`src/rtl/counter_sequencer.sv`:
```
// ---------------------------------------------------------------------------
// counter_sequencer
//
// This is a configurable up/down counter with a small run-control FSM.
//
// Configuration (limit, direction, reload mode) can only be loaded while the
// sequencer is not counting. When a start command arrives, the counter leaves
// IDLE/DONE and runs. Each tick advances it by one step. When it reaches the
// end value, it produces a one-cycle terminal-count pulse, then either
// reloads or stops in DONE.
//
// Ports
//    clk         rising-edge clock for all state
//    rst         synchronous active-high reset
//    cfg_valid   configuration offered this cycle
//    cfg_ready   configuration accepted when high together with cfg_valid
//    cfg_limit   terminal value (up) or start value (down)
//    cfg_dir     0 = count up 0..limit, 1 = count down limit..0
//    cfg_reload  1 = auto-reload at terminal count, 0 = one-shot
//    start       start command (IDLE/DONE only)
//    stop        abort command, returns to IDLE
//    pause       level-sensitive hold request while running
//    tick        count enable, one step per high cycle
//    count       current count value (registered)
//    busy        high in RUN or HOLD
//    done        high in DONE
//    tc          terminal-count pulse, one cycle after the terminal tick
// ---------------------------------------------------------------------------
module counter_sequencer #(
   parameter int WIDTH = 4
) (
   input  logic             clk,
   input  logic             rst,
   input  logic             cfg_valid,
   output logic             cfg_ready,
   input  logic [WIDTH-1:0] cfg_limit,
   input  logic             cfg_dir,
   input  logic             cfg_reload,
   input  logic             start,
   input  logic             stop,
   input  logic             pause,
   input  logic             tick,
   output logic [WIDTH-1:0] count,
   output logic             busy,
   output logic             done,
   output logic             tc
);

   typedef enum logic [1:0] {
      ST_IDLE = 2'd0,
      ST_RUN  = 2'd1,
      ST_HOLD = 2'd2,
      ST_DONE = 2'd3
   } state_t;

   localparam logic [WIDTH-1:0] ONE = WIDTH'(1);

   state_t           state_q,  state_d;
   logic [WIDTH-1:0] count_q,  count_d;
   logic [WIDTH-1:0] limit_q,  limit_d;
   logic             dir_q,    dir_d;
   logic             reload_q, reload_d;
   logic             tc_q,     tc_d;

   logic             idle_or_done;
   logic             cfg_take;
   logic [WIDTH-1:0] start_val;
   logic [WIDTH-1:0] end_val;

   assign idle_or_done = (state_q == ST_IDLE) || (state_q == ST_DONE);
   assign cfg_take     = cfg_valid && idle_or_done;

   // The start value must reflect a configuration accepted in this same
   // cycle, so it is taken from the effective (post-accept) settings.
   assign start_val = (cfg_take ? cfg_dir : dir_q)
                      ? (cfg_take ? cfg_limit : limit_q)
                      : '0;

   // The end value is used only in RUN. In RUN, no configuration can be
   // accepted, so the latched settings are authoritative.
   assign end_val = dir_q ? '0 : limit_q;

   // ------------------------------------------------------------------------
   // Next-state and datapath logic
   // ------------------------------------------------------------------------
   always_comb begin
      state_d  = state_q;
      count_d  = count_q;
      limit_d  = limit_q;
      dir_d    = dir_q;
      reload_d = reload_q;
      tc_d     = 1'b0;

      if (cfg_take) begin
         limit_d  = cfg_limit;
         dir_d    = cfg_dir;
         reload_d = cfg_reload;
         count_d  = start_val;
      end

      case (state_q)
         ST_IDLE, ST_DONE: begin
            // When stop and start arrive together, stop wins and the
            // sequencer stays in IDLE.
            if (stop) begin
               state_d = ST_IDLE;
               count_d = start_val;
            end else if (start) begin
               state_d = ST_RUN;
               count_d = start_val;
            end
         end

         ST_RUN: begin
            if (stop) begin
               state_d = ST_IDLE;
               count_d = start_val;
            end else if (pause) begin
               // A tick in the same cycle as pause is ignored.
               state_d = ST_HOLD;
            end else if (tick) begin
               if (count_q == end_val) begin
                  tc_d = 1'b1;
                  if (reload_q) begin
                     count_d = start_val;
                  end else begin
                     state_d = ST_DONE;
                  end
               end else if (dir_q) begin
                  count_d = count_q - ONE;
               end else begin
                  count_d = count_q + ONE;
               end
            end
         end

         ST_HOLD: begin
            if (stop) begin
               state_d = ST_IDLE;
               count_d = start_val;
            end else if (!pause) begin
               state_d = ST_RUN;
            end
         end

         default: begin
            state_d = ST_IDLE;
         end
      endcase
   end

   // ------------------------------------------------------------------------
   // State register
   // ------------------------------------------------------------------------
   always_ff @(posedge clk) begin
      if (rst) begin
         state_q  <= ST_IDLE;
         count_q  <= '0;
         limit_q  <= '1;
         dir_q    <= 1'b0;
         reload_q <= 1'b1;
         tc_q     <= 1'b0;
      end else begin
         state_q  <= state_d;
         count_q  <= count_d;
         limit_q  <= limit_d;
         dir_q    <= dir_d;
         reload_q <= reload_d;
         tc_q     <= tc_d;
      end
   end

   // ------------------------------------------------------------------------
   // Outputs (all derived from registered state)
   // ------------------------------------------------------------------------
   assign count     = count_q;
   assign tc        = tc_q;
   assign busy      = (state_q == ST_RUN) || (state_q == ST_HOLD);
   assign done      = (state_q == ST_DONE);
   assign cfg_ready = idle_or_done;

endmodule

```
`config.mk`:
```
export PLATFORM = sky130hd
export DESIGN_NAME = counter_sequencer
export DESIGN_NICKNAME = d
export VERILOG_FILES = /design/src/rtl/counter_sequencer.sv
export SDC_FILE = /design/constraint.sdc
export NUM_CORES = 1
export LEC_CHECK = 0
export CORE_MARGIN = 2
export CORE_UTILIZATION = 50
export DETAILED_ROUTE_END_ITERATION = 16
export PLACE_DENSITY = 0.76
export SYNTH_ARGS = -nofsm -noshare
export SYNTH_HDL_FRONTEND = slang
export SYNTH_SLANG_ARGS = --single-unit
```
`constraint.sdc`:
```
create_clock -name clk -period 5.1 [get_ports clk]
set_clock_uncertainty 0.1 [all_clocks]
set_input_delay 1.275 -clock clk [delete_from_list [all_inputs] [get_ports clk]]
set_output_delay 1.275 -clock clk [all_outputs]
set_load 0.005 [all_outputs]
```
==> flow_summary.yaml, run 1 <==
place:
  dpl-instance-area_um2: 1380
  place_congestion: 0.901
  io_buffers: 20
  dp_hpwl_um: 2390
  dp_slack_ps: 1760
  dp_cells: 187
detailed_routing:
  drt-vias-per-instance: 6.54
  wire_per_inst_um: 16.6
  drt_iter0_drc: 39
  dr.pass1.iters: 4
  ant_nets: 0
  num_vias: 1250
  wirelength_um: 3180
  drcViolationCount: 0
cells_and_area:
  drive_above_1_share: 0.0859
  num-fill-cells: 215
  register_area_um2: 260
  multi_input_area_um2: 870
  final_nets: 183
  syn2layout_area_growth_pct: 17.3
  diodes: 0
  final_area_um2: 1410
  layout.cells.non_filler: 191
synthesis:
  syn_inst: 147
  synth.yosys.seq_area_share: 0.217
  avgSynthCellArea_um2: 8.15
  synth_ff_type: "dfxtp_1"
  synth_area_leaders: "dfxtp_1, ha_1, a211o_1"
  yosysTopAreaCellShare: 0.217
  async_flop_share: 0
  synth.net_count: 166
  synth_edf_count: 0
  ys_types: 50
  synth_area_um2: 1200
  yosysTopAreaCell: "dfxtp_1"
  synth_common_cells: "dfxtp_1, nor2_1, a21oi_1, nand2_1"
  synth_warnings: 0
  yosysMostFrequentCell: "dfxtp_1"
  yosys_register_bits: 13
cts:
  post_cts_buffers: 0
  clkSinkCount: 13
  cts_made_buffers: 3
  cts_hold_buf: 0
  cts_buffer_depth: 2
  root_buffer: "clkbuf_4"
  cts-htree-levels: 1
  cts_tree: "built"
  clkTransAtPathRegs_ps: 80
  cts.repair.resized: 0
  clkLatencyLatePin_ps: 280
pwr:
  p_per_area_nw_per_um2: 201
  power.leakage_nw: 0.538
  ir_worst_vdd_mv: 0.148
setup_path:
  endpoint_kind: "primary output"
  crit_type: "reg2out"
  critPathRequiredTime_ps: 3720
  startpoint: "state_q[0]"
  critPathMaxFanout: 21
  r2r_start: "state_q[0]"
  cp.arrival_ps: 2070
  critPathLaunchType: "flop"
timing:
  min_period_ps: 3450
  finalMaxSlewViolations: 0
  setup_viol: 0
  fin_setup_tns_ps: 0
  postLayoutSetupSlackWorst_ps: 1650
  tightest_slew_ps: 578
  rsz0062_at_grt: "no"
  fin_crit_sh: 0.676
  max_freq_mhz: 290
  max-slew-margin-rel: 0.614
  final_hold_viol_count: 0
floorplanning:
  die-area_um2: 2800
  die_w_um: 53.0
  coreArea_um2: 2230
  num_rows: 17
  start_util: 0.537
  io_pins: 21
  die_h_um: 53.0
grt:
  antenna_found_initial: 0
  grtUsageTotal: 0.255
  first_global_vias: 1135
  grt_max_degree: 22
  gr-total-overflow: 0
  grt_pass1_wl_um: 5290
run_status:
  status: "finished clean"
hold_path:
  min-delay-start: "state_q[0]"
  min_path_type: "reg2reg"
run:
  cap_violations: 0
==> metrics by stage <==
stage | hold WS, ps | utilization | power, mW
CTS | 441 | 0.630 | 0.282
global route | 482 | 0.630 | 0.299
finish | 441 | 0.630 | 0.283
detailed placement | 427 | 0.618 | 0.218
global placement | 415 | 0.618 | 0.215
floorplan | 389 | - | 0.187
==> metal layers <==
| metal | routed length, µm | vias up | track usage |
|---|---|---|---|
| met3 | 238 | 7 | 0.0424 |
| li1 | - | 603 | - |
| met5 | 0 | - | 0 |
| met1 | 1410 | 581 | 0.333 |
| met4 | 42 | 0 | 0.0897 |
| met2 | 1490 | 59 | 0.419 |
==> layout by cell type, fill, tap and decap left out, drive strengths merged, types with 4 or more instances in the layout <==
cell | synthesis | layout
a21oi | 8 | 8
a211o | 5 | 5
and3 | 7 | 7
a221oi | 4 | 4
dfxtp | 13 | 13
inv | 4 | 4
nor2 | 11 | 11
ha | 5 | 5
a31oi | 5 | 5
nand2 | 8 | 8
nand3 | 4 | 4
clkbuf | 4 | 4
o21ai | 8 | 8
a22oi | 5 | 5
clkdlybuf4s50 | 0 | 20
==> report_power, final <==
group | internal, mW | leakage (nW) | total (mW) | switching, mW
clock | 0.0304 | 0.0150 | 0.0651 | 0.0347
sequential | 0.108 | 0.107 | 0.123 | 0.0147
combinational | 0.0467 | 0.416 | 0.0945 | 0.0478
total | 0.185 | 0.538 | 0.283 | 0.0972
==> final cells by class <==
type                       instances  share of cell area
multi-input combinational        122               0.618
sequential                        13               0.185
timing repair buffer              20               0.142
tap                               28              0.0249
clock buffer                       4              0.0187
inverter                           4              0.0107
==> sequential cells by signal, summed over array words and instances, names as in the netlist <==
name and flops:
count 4, limit_q 4, tc 1, state_q 2, dir_q 1, reload_q 1
==> cell families (layout without fill, tap and decap cells) <==
family          after synthesis  in the layout  share of synthesized area
compound gates               60             60                      0.368
simple gates                 47             47                      0.217
flops                        13             13                      0.217
buf+inv                      12             28                     0.0574
fa+ha+maj                     6              6                     0.0689
xor+xnor                      5              5                     0.0365
mux                           4              4                     0.0344
==> worst max-delay path, stage by stage (launching register included) <==
cell and delay, ps:
dfxtp_1 380, inv_1 70, ha_1 650, inv_1 190
clkdlybuf4s50_1 490
==> worst paths after layout <==
check / end / slack, ps / cells after the start
worst max-delay path: busy / 1650 / 4
worst min-delay path: state_q[0] / 440 / 2
worst max register to register: count[3] / 2370 / 7
worst min register to register: state_q[0] / 440 / 2
Note: power is estimated with default switching activity, not from simulation.
==> run 2, diff against run 1 <==
==> constraint.sdc (replaced) <==
create_clock -name clk -period 3.6 [get_ports clk]
set_clock_uncertainty 0.1 [all_clocks]
set_input_delay 0.9 -clock clk [delete_from_list [all_inputs] [get_ports clk]]
set_output_delay 0.9 -clock clk [all_outputs]
set_load 0.005 [all_outputs]
==> results of run 2 <==
Same layout as run 1 (identical final DEF). Status: finished clean.
Main changes from that run: setup slack after placement 1760 ps -> 636 ps; setup slack after layout 1650 ps -> 527 ps; register-to-register setup slack 2370 ps -> 870 ps; total power 0.283 mW -> 0.400 mW; worst IR drop on VDD 0.148 mV -> 0.210 mV
==> run 3, diff against run 2 <==
--- a/config.mk
+++ b/config.mk
@@ -9,6 +9,7 @@
 export CORE_UTILIZATION = 50
 export DETAILED_ROUTE_END_ITERATION = 16
 export PLACE_DENSITY = 0.76
+export SETUP_SLACK_MARGIN = 0.05
 export SYNTH_ARGS = -nofsm -noshare
 export SYNTH_HDL_FRONTEND = slang
 export SYNTH_SLANG_ARGS = --single-unit
==> results of run 3 <==
Same layout as run 1 (identical final DEF). Status: finished clean.
Main changes from that run: setup slack after placement 1760 ps -> 636 ps; setup slack after layout 1650 ps -> 527 ps; register-to-register setup slack 2370 ps -> 870 ps; total power 0.283 mW -> 0.400 mW; worst IR drop on VDD 0.148 mV -> 0.210 mV
